### src/rtl/pgr_mdio_slave_16bit_if.sv
// Bus bundle for the Clause-22 MDIO responder: MDIO pad side plus the
// register-access side towards the soft PHY logic.
interface pgr_mdio_slave_16bit_if;
    logic        mdc;
    logic        mdi;
    logic        mdo;
    logic        mdo_en;
    logic [4:0]  reg_addr;
    logic [15:0] reg_wdata;
    logic        reg_we;
    logic        reg_re;
    logic [15:0] reg_rdata;
    logic        busy;

    modport slave (
        input  mdc, mdi, reg_rdata,
        output mdo, mdo_en, reg_addr, reg_wdata, reg_we, reg_re, busy
    );

    modport master (
        output mdc, mdi, reg_rdata,
        input  mdo, mdo_en, reg_addr, reg_wdata, reg_we, reg_re, busy
    );
endinterface

### src/rtl/pgr_mdio_slave_16bit.sv
// Clause-22 MDIO responder: oversamples MDC/MDIO in the clk domain, decodes
// frames addressed to PHY_ADDR and turns them into register strobes.
module pgr_mdio_slave_16bit #(
    parameter logic [4:0]  PHY_ADDR = 5'd1,
    parameter logic [15:0] TIMEOUT  = 16'd2000
) (
    input  logic                         clk,
    input  logic                         rst_n,
    pgr_mdio_slave_16bit_if.slave        bus
);
    typedef enum logic [2:0] {
        S_PRE, S_ST2, S_OP, S_PHYAD, S_REGAD, S_TA, S_DATA
    } state_t;

    state_t      state_reg, state_next;
    logic [1:0]  meta_reg, sync_reg;          // [1] = mdc, [0] = mdi
    logic        mdc_d_reg;
    logic [5:0]  pre_cnt_reg, pre_cnt_next;
    logic [3:0]  bit_cnt_reg, bit_cnt_next;
    logic [1:0]  op_reg, op_next;
    logic [4:0]  addr_sh_reg, addr_sh_next;
    logic        match_reg, match_next;
    logic        discard_reg, discard_next;
    logic [15:0] data_sh_reg, data_sh_next;
    logic [15:0] idle_reg, idle_next;
    logic        mdo_reg, mdo_next;
    logic        mdo_en_reg, mdo_en_next;
    logic [4:0]  reg_addr_reg, reg_addr_next;
    logic [15:0] reg_wdata_reg, reg_wdata_next;
    logic        reg_we_reg, reg_we_next;
    logic        reg_re_reg, reg_re_next;
    logic        rd_pend_reg, rd_pend_next;
    logic        we_pend_reg, we_pend_next;

    logic        rise;
    logic        bit_s;
    logic        is_rd;
    logic        is_wr;
    logic        rd_match;

    assign rise     = sync_reg[1] & ~mdc_d_reg;
    assign bit_s    = sync_reg[0];
    assign is_rd    = (op_reg == 2'b10);
    assign is_wr    = (op_reg == 2'b01);
    assign rd_match = match_reg & is_rd;

    // Synchronisers idle high so a high MDC at reset release is not seen as a rise
    always_ff @(posedge clk or negedge rst_n) begin
        if (!rst_n) begin
            meta_reg  <= 2'b11;
            sync_reg  <= 2'b11;
            mdc_d_reg <= 1'b1;
        end else begin
            meta_reg  <= {bus.mdc, bus.mdi};
            sync_reg  <= meta_reg;
            mdc_d_reg <= sync_reg[1];
        end
    end

    always_ff @(posedge clk or negedge rst_n) begin
        if (!rst_n) begin
            state_reg     <= S_PRE;
            pre_cnt_reg   <= 6'd0;
            bit_cnt_reg   <= 4'd0;
            op_reg        <= 2'b00;
            addr_sh_reg   <= 5'd0;
            match_reg     <= 1'b0;
            discard_reg   <= 1'b0;
            data_sh_reg   <= 16'd0;
            idle_reg      <= 16'd0;
            mdo_reg       <= 1'b1;
            mdo_en_reg    <= 1'b0;
            reg_addr_reg  <= 5'd0;
            reg_wdata_reg <= 16'd0;
            reg_we_reg    <= 1'b0;
            reg_re_reg    <= 1'b0;
            rd_pend_reg   <= 1'b0;
            we_pend_reg   <= 1'b0;
        end else begin
            state_reg     <= state_next;
            pre_cnt_reg   <= pre_cnt_next;
            bit_cnt_reg   <= bit_cnt_next;
            op_reg        <= op_next;
            addr_sh_reg   <= addr_sh_next;
            match_reg     <= match_next;
            discard_reg   <= discard_next;
            data_sh_reg   <= data_sh_next;
            idle_reg      <= idle_next;
            mdo_reg       <= mdo_next;
            mdo_en_reg    <= mdo_en_next;
            reg_addr_reg  <= reg_addr_next;
            reg_wdata_reg <= reg_wdata_next;
            reg_we_reg    <= reg_we_next;
            reg_re_reg    <= reg_re_next;
            rd_pend_reg   <= rd_pend_next;
            we_pend_reg   <= we_pend_next;
        end
    end

    always_comb begin
        state_next     = state_reg;
        pre_cnt_next   = pre_cnt_reg;
        bit_cnt_next   = bit_cnt_reg;
        op_next        = op_reg;
        addr_sh_next   = addr_sh_reg;
        match_next     = match_reg;
        discard_next   = discard_reg;
        data_sh_next   = data_sh_reg;
        mdo_next       = mdo_reg;
        mdo_en_next    = mdo_en_reg;
        reg_addr_next  = reg_addr_reg;
        reg_wdata_next = reg_wdata_reg;
        rd_pend_next   = 1'b0;
        we_pend_next   = 1'b0;
        reg_re_next    = rd_pend_reg;
        reg_we_next    = we_pend_reg;
        idle_next      = rise ? 16'd0 :
                         ((idle_reg == 16'hFFFF) ? idle_reg : idle_reg + 16'd1);

        if (we_pend_reg) reg_wdata_next = data_sh_reg;
        // Read data is captured on the clk after the reg_re strobe
        if (reg_re_reg)  data_sh_next   = bus.reg_rdata;

        if ((state_reg != S_PRE) && (idle_reg >= TIMEOUT)) begin
            state_next   = S_PRE;
            pre_cnt_next = 6'd0;
            mdo_en_next  = 1'b0;
            mdo_next     = 1'b1;
        end else if (rise) begin
            case (state_reg)
                S_PRE: begin
                    if (bit_s) begin
                        pre_cnt_next = (pre_cnt_reg == 6'd63) ? pre_cnt_reg : pre_cnt_reg + 6'd1;
                    end else if (pre_cnt_reg >= 6'd32) begin
                        state_next   = S_ST2;
                        pre_cnt_next = 6'd0;
                    end else begin
                        pre_cnt_next = 6'd0;
                    end
                end
                S_ST2: begin
                    state_next   = bit_s ? S_OP : S_PRE;
                    bit_cnt_next = 4'd0;
                end
                S_OP: begin
                    op_next = {op_reg[0], bit_s};
                    if (bit_cnt_reg == 4'd1) begin
                        state_next   = S_PHYAD;
                        bit_cnt_next = 4'd0;
                    end else begin
                        bit_cnt_next = bit_cnt_reg + 4'd1;
                    end
                end
                S_PHYAD: begin
                    addr_sh_next = {addr_sh_reg[3:0], bit_s};
                    if (bit_cnt_reg == 4'd4) begin
                        match_next   = ({addr_sh_reg[3:0], bit_s} == PHY_ADDR) && (is_rd || is_wr);
                        state_next   = S_REGAD;
                        bit_cnt_next = 4'd0;
                    end else begin
                        bit_cnt_next = bit_cnt_reg + 4'd1;
                    end
                end
                S_REGAD: begin
                    addr_sh_next = {addr_sh_reg[3:0], bit_s};
                    if (bit_cnt_reg == 4'd4) begin
                        reg_addr_next = {addr_sh_reg[3:0], bit_s};
                        rd_pend_next  = rd_match;
                        discard_next  = 1'b0;
                        state_next    = S_TA;
                        bit_cnt_next  = 4'd0;
                    end else begin
                        bit_cnt_next = bit_cnt_reg + 4'd1;
                    end
                end
                S_TA: begin
                    if (bit_cnt_reg == 4'd0) begin
                        if (rd_match) begin
                            mdo_en_next = 1'b1;
                            mdo_next    = 1'b0;
                        end
                        if (is_wr && !bit_s) discard_next = 1'b1;
                        bit_cnt_next = 4'd1;
                    end else begin
                        if (rd_match) begin
                            mdo_next     = data_sh_reg[15];
                            data_sh_next = {data_sh_reg[14:0], 1'b0};
                        end
                        if (is_wr && bit_s) discard_next = 1'b1;
                        state_next   = S_DATA;
                        bit_cnt_next = 4'd0;
                    end
                end
                S_DATA: begin
                    if (rd_match) begin
                        if (bit_cnt_reg == 4'd15) begin
                            mdo_en_next = 1'b0;
                            mdo_next    = 1'b1;
                        end else begin
                            mdo_next     = data_sh_reg[15];
                            data_sh_next = {data_sh_reg[14:0], 1'b0};
                        end
                    end else begin
                        data_sh_next = {data_sh_reg[14:0], bit_s};
                    end
                    if (bit_cnt_reg == 4'd15) begin
                        we_pend_next = match_reg && is_wr && !discard_reg;
                        state_next   = S_PRE;
                        pre_cnt_next = 6'd0;
                        bit_cnt_next = 4'd0;
                    end else begin
                        bit_cnt_next = bit_cnt_reg + 4'd1;
                    end
                end
                default: begin
                    state_next   = S_PRE;
                    pre_cnt_next = 6'd0;
                end
            endcase
        end
    end

    assign bus.mdo       = mdo_reg;
    assign bus.mdo_en    = mdo_en_reg;
    assign bus.reg_addr  = reg_addr_reg;
    assign bus.reg_wdata = reg_wdata_reg;
    assign bus.reg_we    = reg_we_reg;
    assign bus.reg_re    = reg_re_reg;
    assign bus.busy      = (state_reg != S_PRE);
endmodule

### src/flat_wrapper.sv
// flat-port wrapper written by rule: the top's interface ports become plain ports
module pgr_mdio_slave_16bit_flat 
#(
    parameter logic [4:0]  PHY_ADDR = 5'd1,
    parameter logic [15:0] TIMEOUT  = 16'd2000
)
  (clk, rst_n, bus_mdc, bus_mdi, bus_reg_rdata, bus_mdo, bus_mdo_en, bus_reg_addr, bus_reg_wdata, bus_reg_we, bus_reg_re, bus_busy);
  pgr_mdio_slave_16bit_if bus_i ();
  input  logic clk;
  input  logic rst_n;
  input wire logic [$bits(bus_i.mdc)-1:0] bus_mdc;
  input wire logic [$bits(bus_i.mdi)-1:0] bus_mdi;
  input wire logic [$bits(bus_i.reg_rdata)-1:0] bus_reg_rdata;
  output wire logic [$bits(bus_i.mdo)-1:0] bus_mdo;
  output wire logic [$bits(bus_i.mdo_en)-1:0] bus_mdo_en;
  output wire logic [$bits(bus_i.reg_addr)-1:0] bus_reg_addr;
  output wire logic [$bits(bus_i.reg_wdata)-1:0] bus_reg_wdata;
  output wire logic [$bits(bus_i.reg_we)-1:0] bus_reg_we;
  output wire logic [$bits(bus_i.reg_re)-1:0] bus_reg_re;
  output wire logic [$bits(bus_i.busy)-1:0] bus_busy;
  assign bus_i.mdc = bus_mdc;
  assign bus_i.mdi = bus_mdi;
  assign bus_i.reg_rdata = bus_reg_rdata;
  assign bus_mdo = bus_i.mdo;
  assign bus_mdo_en = bus_i.mdo_en;
  assign bus_reg_addr = bus_i.reg_addr;
  assign bus_reg_wdata = bus_i.reg_wdata;
  assign bus_reg_we = bus_i.reg_we;
  assign bus_reg_re = bus_i.reg_re;
  assign bus_busy = bus_i.busy;
  pgr_mdio_slave_16bit #(.PHY_ADDR(PHY_ADDR), .TIMEOUT(TIMEOUT)) u_core (.clk(clk), .rst_n(rst_n), .bus(bus_i));
endmodule
### config.mk
export PLATFORM = sky130hd
export DESIGN_NAME = pgr_mdio_slave_16bit_flat
export DESIGN_NICKNAME = d
export VERILOG_FILES = /design/src/rtl/pgr_mdio_slave_16bit_if.sv /design/src/rtl/pgr_mdio_slave_16bit.sv /design/src/flat_wrapper.sv
export SDC_FILE = /design/constraint.sdc
export NUM_CORES = 1
export LEC_CHECK = 0
export ABC_AREA = 1
export CORE_AREA = 4 4 93 95
export CTS_BUF_LIST = sky130_fd_sc_hd__clkbuf_8 sky130_fd_sc_hd__clkbuf_16
export DETAILED_ROUTE_END_ITERATION = 16
export DIE_AREA = 0 0 97 99
export GPL_ROUTABILITY_DRIVEN = 0
export PLACE_DENSITY = 0.79
export SLEW_MARGIN = 40
export SYNTH_ARGS = -nofsm -noshare
export SYNTH_HDL_FRONTEND = slang
export SYNTH_SLANG_ARGS = --single-unit
### constraint.sdc
create_clock -name clk -period 2.05 [get_ports clk]
set_input_delay 0.205 -clock clk [delete_from_list [all_inputs] [get_ports clk]]
set_output_delay 0.205 -clock clk [all_outputs]
set_load 0.01 [all_outputs]
==> results_dict.tcl <==
set metrics [dict create \
    synth.avg_cell_area_sq_um 8.54 \
    ys_warn_count 0 \
    hold_viol_final 0 \
    grt_pass1_wl_microns 15600 \
    min_path_type "in -> reg" \
    antenna_found_initial 0 \
    dpl_worst_slack_ps 266 \
    synthCells 513 \
    powerDensity_mw_per_mm2 626 \
    irDropWorstVdd_v 0.000355 \
    avgViaCountPerCell 5.28 \
    r2r_slack_ps 260 \
    clock_latency_ps 360 \
    skew_ps 17.7 \
    hpwlAfterDp_microns 6590 \
    yosys.cell_types.count 35 \
    cts-root-buf "clkbuf_8" \
    outcome "complete, no violations" \
    insertedDiodeCount 0 \
    dr_total_vias 3546 \
    cts_made_buffers 9 \
    multiInputGateArea_sq_mm 0.00199 \
    ant_nets 0 \
    cp_data_arrival_time_ps 1700 \
    crit_start "u_core.state_reg[1]$_DFFE_PN0P_" \
    max_cap_viol_count 0 \
    finalMaxSlewViolations 0 \
    synth_seq_cells 85 \
    mostFrequentLayoutCells "nand2_1 (134), dfrtp_1 (79), inv_1 (45), clkdlybuf4s50_1 (44), nand3_1 (42)" \
    finalNetCount 594 \
    cts_tree "yes" \
    drcViolationCount 0 \
    worstReg2RegEnd "u_core.data_sh_reg[6]$_DFF_PN0_" \
    synth_area_sq_mm 0.00438 \
    min_from "bus_mdi" \
    hold-worst-slack_ps 246 \
    grt_max_degree 44 \
    grt_use_total_pct 19.6 \
    start_util_pct 56.7 \
    rsz0062_at_grt "no" \
    setup_viol 0 \
    min_period_ps 1900 \
    cts_buffer_depth 2 \
    fin_ws_ps 149 \
    start_kind "register" \
    std_cell_rows 32 \
    required_ps 1850 \
    io_buffers 45 \
    io_pins 46 \
    h-tree-depth 3 \
    fmaxAchievable_ghz 0.526 \
    reg2reg_from "u_core.idle_reg[14]$_DFFE_PN0P_" \
    core_sq_mm 0.00773 \
    syn_nets 542 \
    overflow 0 \
    clkSlewWorstSetupHoldPaths_ps 90 \
    totalWireLength_microns 9080 \
    fin_tns_setup_ps 0 \
    crit_type "reg -> out" \
    post_cts_buffers 0 \
    path_max_fanout 10 \
    slew_headroom_pct 59.4 \
    period_share_pct 92.7 \
    layout_commonest_cell "nand2_1" \
    r2r_cells 8 \
    area.growth.synth_to_final_pct 18.0 \
    drtPass1Iterations 5 \
    drive_above_1_share_pct 15.1 \
    dieHeight_microns 99 \
    tightest_slew_ps 609 \
    end_kind "primary output" \
    cts.sinks 85 \
    grt_pass1_vias 3333 \
    holdPathEnd "u_core.meta_reg[0]$_DFF_PN1_" \
    p_leak_uw 0.00247 \
    drt-wirelength-per-cell_microns 13.5 \
    nFillCells 600 \
    die_area_sq_mm 0.00960 \
    die_x_microns 97 \
    seqCellArea_sq_mm 0.00213 \
    seq_area_frac_synth_pct 48.7 \
    drt-initial-drc-count 190 \
    holdPathStages 1 \
]
==> cells by family after synthesis <==
family,Yosys count,share of synthesized area (%)
fa+ha+maj,9,2.57
flops,85,48.7
simple gates,255,26.0
mux,16,4.11
buf+inv,62,5.99
xor+xnor,7,1.40
compound gates,79,11.2
==> where the power goes <==
part	switching (uW)	leakage [uW]	internal (uW)
logic	122	0.00128	89.3
registers	42.2	0.00108	1720
clock network	667	0.000109	598
total	831	0.00247	2410
==> how the worst max path moves through the flow <==
| stage | end |
|---|---|
| after floorplan | u_core.data_sh_reg[11]$_DFF_PN0_ |
| after global placement | u_core.data_sh_reg[0]$_DFF_PN0_ |
| after detailed placement | u_core.idle_reg[6]$_DFFE_PN0P_ |
| after CTS | bus_busy |
| after global routing | bus_busy |
| final | bus_busy |
==> cell type report <==
cell class / count / area share [%]
inverters: 51 / 3.70
well taps: 102 / 2.47
clock buffers: 9 / 2.39
multi-input cells: 366 / 38.5
clock inverters: 7 / 1.69
repair buffers: 52 / 9.96
flip-flops and latches: 85 / 41.3
==> metrics by stage <==
step	cells	utilization [%]	power, uW	area [sq um]
2_1_floorplan	513	-	1900	4380
3_3_place_gp	655	64.0	2000	4940
3_5_place_dp	655	64.0	2010	4940
4_1_cts	672	66.9	3260	5170
5_1_grt	672	67.0	3380	5170
6_report	672	67.0	3240	5170
==> cells in the mapped netlist <==
cell type	n	share of area, %
or2_2	3	0.43
nor3_2	1	0.23
nor3b_1	2	0.34
ha_1	9	2.6
o21ai_1	7	0.80
xnor2_1	1	0.20
dfstp_2	6	3.6
buf_6	4	1.0
o21bai_1	2	0.34
clkinv_1	1	0.086
o21ai_4	2	0.74
nor2_2	3	0.43
nor2_1	41	3.5
nand3_2	2	0.46
a31oi_1	1	0.14
nand2_1	134	11
o31ai_1	2	0.34
nor3_1	6	0.69
a21oi_4	1	0.37
o21ai_0	29	3.3
inv_1	45	3.9
a21oi_1	21	2.4
nand3b_1	2	0.34
nand2_2	4	0.57
xor2_1	6	1.2
mux2_2	16	4.1
inv_2	5	0.43
nand4_1	7	1.0
nor4_1	3	0.43
dfrtp_1	79	45
a31o_2	1	0.20
nand3_1	42	4.8
clkbuf_1	7	0.60
o21ai_2	13	2.6
nand2_4	5	1.3
==> metal layers <==
layer	wire length [microns]	track usage (%)	part of all wire (%)
met4	131	7.13	1.4
met1	4260	26.2	47
met2	4270	32.1	47
met5	0	0	0
met3	422	3.40	4.6
==> timing repair <==
action                                  CTS  global route
gates resized for setup                   0             2
hold endpoints to repair                 35             0
endpoints found under the setup margin    0             1
hold buffers                              1             0
==> worst max-delay path, cell delays in order (launching register included) <==
cell             delay, ps
dfrtp_1                470
nor2_2                 220
nand2_4                150
clkdlybuf4s50_1        510
Note: power is estimated with default switching activity, not from simulation.
